===== src/rtl/gpio_pin_sync_pcint.sv =====
// gpio_pin_sync_pcint
//   Input front end for GPIO ports B, C and D. Raw pad levels are brought into
//   the clk domain through a SYNC_STAGES-deep flop chain per pin. The
//   synchronised levels feed the gpio block's pin inputs. Pin changes raise
//   ATmega328P-style pin-change interrupts through a PCICR / PCIFR / PCMSK0..2
//   register set on the shared memory bus.
//
// Ports
//   clk, rst                 clock, synchronous active-high reset
//   mem_valid/addr/wdata/wstrb  bus request (wstrb == 0 means read)
//   mem_rdata                combinational read data (selected register or 0)
//   mem_ready                registered acknowledge, mapped addresses only
//   pad_in_b/c/d             raw asynchronous pad inputs
//   pin_sync_b/c/d           synchronised pin levels
//   irq_ack[2:0]             per-group flag clear from the interrupt controller
//   pcint_irq[2:0]           per-group level interrupt (flag & enable)
//
// Register map (relative to BASE_ADDR, data in bits [7:0])
//   +0x00 PCICR  [2:0] group enable
//   +0x04 PCIFR  [2:0] group flag, write-1-to-clear
//   +0x08 PCMSK0 port B mask, +0x0C PCMSK1 port C mask, +0x10 PCMSK2 port D mask
//
// SYNC_STAGES is intended to be 2 or 3.
module gpio_pin_sync_pcint #(
  parameter int          SYNC_STAGES = 2,
  parameter logic [31:0] BASE_ADDR   = 32'h1000_0100
) (
  input  logic        clk,
  input  logic        rst,
  input  logic        mem_valid,
  input  logic [31:0] mem_addr,
  input  logic [31:0] mem_wdata,
  input  logic [3:0]  mem_wstrb,
  output logic [31:0] mem_rdata,
  output logic        mem_ready,
  input  logic [7:0]  pad_in_b,
  input  logic [7:0]  pad_in_c,
  input  logic [7:0]  pad_in_d,
  output logic [7:0]  pin_sync_b,
  output logic [7:0]  pin_sync_c,
  output logic [7:0]  pin_sync_d,
  input  logic [2:0]  irq_ack,
  output logic [2:0]  pcint_irq
);

  localparam logic [2:0] SETTLE_MAX = 3'(SYNC_STAGES + 1);

  // Registers
  logic [2:0]       r_pcicr;
  logic [2:0]       r_pcifr;
  logic [2:0][7:0]  r_pcmsk;   // [0]=B, [1]=C, [2]=D

  // Pins are handled as one 24-bit vector {D, C, B}
  logic [SYNC_STAGES-1:0][23:0] r_sync;
  logic [23:0]                  r_prev;
  logic [2:0]                   r_settle;

  logic [23:0] w_pad;
  logic [23:0] w_pin;
  logic        w_settled;
  logic [2:0]  w_chg;
  logic [2:0]  w_set;
  logic [2:0]  w_clr;

  logic w_sel_cr, w_sel_fr, w_sel_m0, w_sel_m1, w_sel_m2, w_sel, w_wr;
  logic w_unused_bits;

  // ---------------------------------------------------------------------------
  // Bus decode
  // ---------------------------------------------------------------------------
  assign w_sel_cr = (mem_addr == BASE_ADDR);
  assign w_sel_fr = (mem_addr == BASE_ADDR + 32'h04);
  assign w_sel_m0 = (mem_addr == BASE_ADDR + 32'h08);
  assign w_sel_m1 = (mem_addr == BASE_ADDR + 32'h0C);
  assign w_sel_m2 = (mem_addr == BASE_ADDR + 32'h10);
  assign w_sel    = w_sel_cr | w_sel_fr | w_sel_m0 | w_sel_m1 | w_sel_m2;
  // Only byte lane 0 carries register data; the other strobes are don't-care.
  assign w_wr     = mem_valid & w_sel & mem_wstrb[0];

  assign w_unused_bits = &{1'b0, mem_wdata[31:8], mem_wstrb[3:1]};

  always_comb begin
    mem_rdata = '0;
    if (w_sel_cr) mem_rdata[2:0] = r_pcicr;
    if (w_sel_fr) mem_rdata[2:0] = r_pcifr;
    if (w_sel_m0) mem_rdata[7:0] = r_pcmsk[0];
    if (w_sel_m1) mem_rdata[7:0] = r_pcmsk[1];
    if (w_sel_m2) mem_rdata[7:0] = r_pcmsk[2];
  end

  // ---------------------------------------------------------------------------
  // Synchroniser and change detection
  // ---------------------------------------------------------------------------
  assign w_pad = {pad_in_d, pad_in_c, pad_in_b};
  assign w_pin = r_sync[SYNC_STAGES-1];

  assign pin_sync_b = w_pin[7:0];
  assign pin_sync_c = w_pin[15:8];
  assign pin_sync_d = w_pin[23:16];

  // After reset the chain is all-zero while pads may already be high; the
  // resulting first "edge" is ignored until the counter saturates.
  assign w_settled = (r_settle == SETTLE_MAX);

  genvar gi;
  generate
    for (gi = 0; gi < 3; gi++) begin : g_grp
      assign w_chg[gi] = |((w_pin[gi*8 +: 8] ^ r_prev[gi*8 +: 8]) & r_pcmsk[gi]);
    end
  endgenerate

  assign w_set = w_chg & {3{w_settled}};
  assign w_clr = ((w_wr & w_sel_fr) ? mem_wdata[2:0] : 3'b000) | irq_ack;

  assign pcint_irq = r_pcifr & r_pcicr;

  // ---------------------------------------------------------------------------
  // State
  // ---------------------------------------------------------------------------
  always_ff @(posedge clk) begin
    if (rst) begin
      r_sync    <= '0;
      r_prev    <= '0;
      r_settle  <= '0;
      r_pcicr   <= '0;
      r_pcifr   <= '0;
      r_pcmsk   <= '0;
      mem_ready <= 1'b0;
    end else begin
      if (SYNC_STAGES > 1) begin
        r_sync <= {r_sync[SYNC_STAGES-2:0], w_pad};
      end else begin
        r_sync <= w_pad;
      end
      r_prev <= w_pin;

      if (!w_settled) begin
        r_settle <= r_settle + 3'd1;
      end

      mem_ready <= mem_valid & w_sel;

      if (w_wr & w_sel_cr) r_pcicr    <= mem_wdata[2:0];
      if (w_wr & w_sel_m0) r_pcmsk[0] <= mem_wdata[7:0];
      if (w_wr & w_sel_m1) r_pcmsk[1] <= mem_wdata[7:0];
      if (w_wr & w_sel_m2) r_pcmsk[2] <= mem_wdata[7:0];

      // A new change wins over a clear in the same cycle.
      r_pcifr <= (r_pcifr & ~w_clr) | w_set;
    end
  end

endmodule


===== config.mk =====
export PLATFORM = sky130hd
export DESIGN_NAME = gpio_pin_sync_pcint
export DESIGN_NICKNAME = d
export VERILOG_FILES = /design/src/rtl/gpio_pin_sync_pcint.sv
export SDC_FILE = /design/constraint.sdc
export NUM_CORES = 1
export LEC_CHECK = 0
export ABC_CLOCK_PERIOD_IN_PS = 1600
export BUFFER_PORTS_ARGS = -buffer_cell sky130_fd_sc_hd__buf_2
export CAP_MARGIN = 20
export CELL_PAD_IN_SITES_DETAIL_PLACEMENT = 1
export CELL_PAD_IN_SITES_GLOBAL_PLACEMENT = 1
export CORE_ASPECT_RATIO = 1.75
export CORE_MARGIN = 2
export CORE_UTILIZATION = 34
export DETAILED_ROUTE_END_ITERATION = 8
export PLACE_DENSITY = 0.84
export RECOVER_POWER = 25
export SYNTH_ARGS = -nofsm -noshare
export SYNTH_HDL_FRONTEND = slang
export SYNTH_SLANG_ARGS = --single-unit

===== constraint.sdc =====
create_clock -name clk -period 1.6 [get_ports clk]
set_input_delay 0.32 -clock clk [delete_from_list [all_inputs] [get_ports clk]]
set_output_delay 0.32 -clock clk [all_outputs]
set_load 0.05 [all_outputs]

# --- Word-level counts from Yosys, hierarchy flattened ---
# Index checks and enable logic that the tools add are counted.
# W data, S select, Z words.
classes:
  n_eq_ne: 6
  n_addsub: 1
  bitwise_logic: 23
  reduce_logical: 3
  n_mux: 6
op_table:
  columns: ["op", "count"]
  rows:
  - ["$eq A32 B29 Y1 const B", 5]
  - ["$and A8 B8 Y8", 3]
  - ["$mux W8", 3]
  - ["$reduce_or A8 Y1", 3]
  - ["$xor A8 B8 Y8", 3]
  - ["$and A3 B3 Y3", 3]
  - ["$mux W3", 3]
  - ["$and A1 B1 Y1", 7]
  - ["$or A3 B3 Y3", 2]
  - ["$or A1 B1 Y1", 4]
  - ["$add A3 B1 Y3 const B", 1]
  - ["$eq A3 B2 Y1 const B", 1]
  - ["$not A3 Y3", 1]
word_totals:
  in_bits: 98
  ff_bits: 106
  wordCells: 49

# --- Depth between registers and ports, before layout ---
depth:
  word_depth: 13
  ltp_mapped: 6
  depth_no_buf: 5

# --- Worst setup path after synthesis ---
# OpenSTA, ideal clock, no wires.
synth_timing:
  kind: "input to output"
  start: "input port mem_addr[6]"
  end: "output port mem_rdata[0]"
  setup_slack_ns: -0.492
  cell_stages: 4
  n_path_buf: 0
  arrival_time_ns: 1.772
  path_cell_list: "nor3_1 and4_1 nand2_1 a21oi_1"
synth_between:
  elab_chain_len: 6
  word_cells_on_any_way: 10
  cone_classes: "eq/ne: 5; mux: 5"
synth_lines:
  columns: ["item", "line_no", "text"]
  rows:
  - ["from (decl)", "31", "input logic [31:0] mem_addr,"]
  - ["$eq A32 B29 Y1", "71", "assign w_sel_cr = (mem_addr == BASE_ADDR);"]
  - ["$mux W3", "84", "if (w_sel_cr) mem_rdata[2:0] = r_pcicr;"]
  - ["$mux W3", "85", "if (w_sel_fr) mem_rdata[2:0] = r_pcifr;"]
  - ["$mux W8", "86", "if (w_sel_m0) mem_rdata[7:0] = r_pcmsk[0];"]
  - ["$mux W8", "87", "if (w_sel_m1) mem_rdata[7:0] = r_pcmsk[1];"]
  - ["$mux W8 (*)", "88", "if (w_sel_m2) mem_rdata[7:0] = r_pcmsk[2];"]
  - ["to (decl)", "34", "output logic [31:0] mem_rdata,"]
# Every way passes the cells marked *; elsewhere a longest branch is shown, timed or not.

# --- Worst setup path after layout ---
layout_timing:
  start: "register r_pcmsk[1] in the netlist's numbering"
  end: "output port mem_rdata[1]"
layout_between:
  elab_chain_len: 3
layout_lines:
  columns: ["item", "line_no", "text"]
  rows:
  - ["from (decl)", "51", "logic [2:0][7:0] r_pcmsk;"]
  - ["$mux W8", "86", null]
  - ["$mux W8", "87", null]
  - ["$mux W8", "88", null]
# Every way passes these cells.

==> impl_metrics.env <==
export IMPL_power_leakage_uw=0.00266
export IMPL_drcViolationCount=0
export IMPL_startpoint_type="flip-flop"
export IMPL_coreArea_um2=13200
export IMPL_synth_seq_cells=106
export IMPL_drtIter0Drc=113
export IMPL_drive_gt1_share_pct=36.3
export IMPL_clkSinkCount=106
export IMPL_synthesis_area_um2=4560
export IMPL_cts_tree="yes"
export IMPL_violations="negative setup slack"
export IMPL_cp_data_required_time_ns=1.28
export IMPL_async_reset_ff_share_pct=0
export IMPL_cts_buffers_inserted=9
export IMPL_fp_dieW_um=91.6
export IMPL_min_path_type="primary input to flip-flop"
export IMPL_area_growth_pct=27.3
export IMPL_vias_per_cell=4.63
export IMPL_dpl_cell_area_um2=5330
export IMPL_worst_ep_arrival_time_ns=1.54
export IMPL_place_gp_congestion=0.866
export IMPL_via_count=3344
export IMPL_max_freq_ghz=0.537
export IMPL_reg2reg_slack_ns=0.07
export IMPL_crit_type="flip-flop to primary output"
export IMPL_hp_start="pad_in_c[3]"
export IMPL_ios=158
export IMPL_yosys_warnings=0
export IMPL_fin_cells=722
export IMPL_initial_core_util_pct=34.4
export IMPL_fin_crit_sh_pct=116
export IMPL_synthTopCellsByArea="dfxtp_1 (47%), nor2b_1 (10%), buf_4 (8.1%)"
export IMPL_clockRootBuffer="clkbuf_16"
export IMPL_ys_types=37
export IMPL_tns_ns=-1.89
export IMPL_layout_common_cells="dfxtp_1 (99), buf_2 (91), nor2b_1 (73)"
export IMPL_synth_largest_area_cell="dfxtp_1"
export IMPL_grt_overflow=0
export IMPL_dieArea_um2=14400
export IMPL_synthCells=434
export IMPL_antenna_found_initial=0
export IMPL_period_needed_ns=1.86
export IMPL_grtUsageTotal_pct=16.0
export IMPL_clk_latency_ns=0.35
export IMPL_reg2reg_from="r_pcmsk[8]$_SDFFE_PP0P_"
export IMPL_final_common_cell="dfxtp_1"
export IMPL_wirelength_mm=11.5
export IMPL_num_antenna_cells=0
export IMPL_min_to="r_sync[11]$_SDFF_PP0_"
export IMPL_cp_max_fo=2
export IMPL_grt_pass1_wl_mm=17.6
export IMPL_clock_skew_ns=0.00667
export IMPL_drv_cap=0
export IMPL_placedCellCount=694
export IMPL_grt_max_degree=72
export IMPL_grt_pass1_vias=3532
export IMPL_dieHeight_um=157
export IMPL_synth_edf_count=0
export IMPL_fin_util_pct=43.9
export IMPL_ys_flop_type="dfxtp_1"
export IMPL_first_pass_iters=4
export IMPL_drv_slew=0
export IMPL_powerDensity_nw_per_um2=944
export IMPL_cts_path_max_buffers=2
export IMPL_r2r_end="r_pcifr[1]$_SDFF_PP0_"
export IMPL_holdPathStages=2
export IMPL_reg2regPathDepth=5
export IMPL_status="finished with violations"
export IMPL_rows=56
export IMPL_seq_area_frac_synth_pct=46.5
export IMPL_peakVddDrop_mv=0.587
export IMPL_worst_pin_slew_ns=1.25
export IMPL_rsz0062_at_grt="true"
export IMPL_final_cell_area_um2=5810
export IMPL_antenna_left=0
export IMPL_syn_avg_cell_area_um2=10.5
export IMPL_avgRoutedWirePerCell_um=16.0
export IMPL_yosys_area_top_type_share_pct=46.5
export IMPL_setup_viol=12
export IMPL_cts_htree_levels=3
export IMPL_place_hpwl_mm=8.57
export IMPL_critPathCaptureType="primary output"
export IMPL_slew_headroom_pct=16.3
export IMPL_cts_hold_buffers_added=0
export IMPL_portBuffers=106
export IMPL_whs_ns=0.175
export IMPL_path_clk_slew_ns=0.07
export IMPL_finalHoldViolCount=0
export IMPL_final_nets=644
export IMPL_timing_final_ws_setup_ns=-0.262
cells by family after synthesis:
kind of cell / Yosys count / share of synthesized area [%]
AOI/OAI and AO/OA: 36 / 5.71
xor gates and xnor gates: 25 / 4.80
adders and majority gates: 2 / 0.548
buffers and inverters: 72 / 10.1
DFF: 106 / 46.5
muxes: 31 / 7.62
other: 1 / 0.0822
and+or+nand+nor: 161 / 24.6
flip-flops by register name, summed over array words and instances, names as in the netlist:
| name | cells |
|---|---|
| w_pin | 24 |
| mem_ready | 1 |
| r_pcicr | 3 |
| r_pcifr | 3 |
| r_pcmsk | 24 |
| r_prev | 24 |
| r_settle | 3 |
| r_sync | 24 |
worst max-delay path, stage by stage (launching register included):
cell and delay (ns):
dfxtp_2 0.33, mux4_2 0.55, nand2b_4 0.11, a21oi_4 0.05, buf_6 0.15
where the power goes:
group | switching, µW | total (µW) | internal, µW
combinational | 422 | 647 | 226
clock | 1000 | 2070 | 1070
sequential | 44.1 | 2770 | 2730
synth_stat cells (all sizes together), types with 2 or more instances:
| library cell | count |
|---|---|
| a21oi | 7 |
| a22o | 12 |
| a22oi | 5 |
| and2 | 8 |
| and4 | 2 |
| buf | 51 |
| clkbuf | 17 |
| dfxtp | 106 |
| ha | 2 |
| inv | 4 |
| mux2i | 28 |
| mux4 | 3 |
| nand2 | 2 |
| nand2b | 38 |
| nand3 | 12 |
| nand4 | 3 |
| nor2 | 7 |
| nor2b | 75 |
| nor3 | 3 |
| nor4 | 4 |
| nor4b | 2 |
| o21ai | 6 |
| o311ai | 3 |
| o41ai | 3 |
| xor2 | 25 |
layout make-up:
cell class,instances,area [µm²]
Clock buffer,9,225
Multi-Input combinational cell,279,2180
Sequential cell,106,2130
Tap cell,174,218
Fill cell,1477,7430
Timing Repair Buffer,144,988
Clock inverter,6,50.0
Inverter,4,15.0
through the flow:
stage | setup slack (ns) | power (µW)
CTS | -0.243 | 5560
global route | -0.286 | 5720
detailed placement | -0.367 | 3470
global placement | -0.305 | 3430
floorplan | -0.0757 | 3320
finish | -0.262 | 5490
how the worst max path moves through the flow:
stage	startpoint	slack, ns	cells past startpoint	to
6_report	r_pcmsk[1]$_SDFFE_PP0P_	-0.26	4	mem_rdata[1]
5_1_grt	r_pcmsk[1]$_SDFFE_PP0P_	-0.29	4	mem_rdata[1]
4_1_cts	r_pcmsk[1]$_SDFFE_PP0P_	-0.24	4	mem_rdata[1]
3_5_place_dp	mem_addr[17]	-0.37	6	mem_rdata[2]
3_3_place_gp	mem_addr[10]	-0.30	6	mem_rdata[0]
2_1_floorplan	mem_addr[14]	-0.08	4	mem_rdata[0]
per-layer routing:
layer	routed length, µm	GRT usage [%]	vias up
li1	-	-	1585
met1	3780	14.6	1616
met2	6740	31.5	117
met3	562	3.64	26
met4	459	9.31	0
met5	0	0	-
timing repair:
action	CTS	global route
pin swaps	14	7
setup endpoints to repair	9	29
resized for setup	24	10
setup buffers	10	3
gates cloned	0	0
Note: power is estimated with default switching activity, not from simulation.
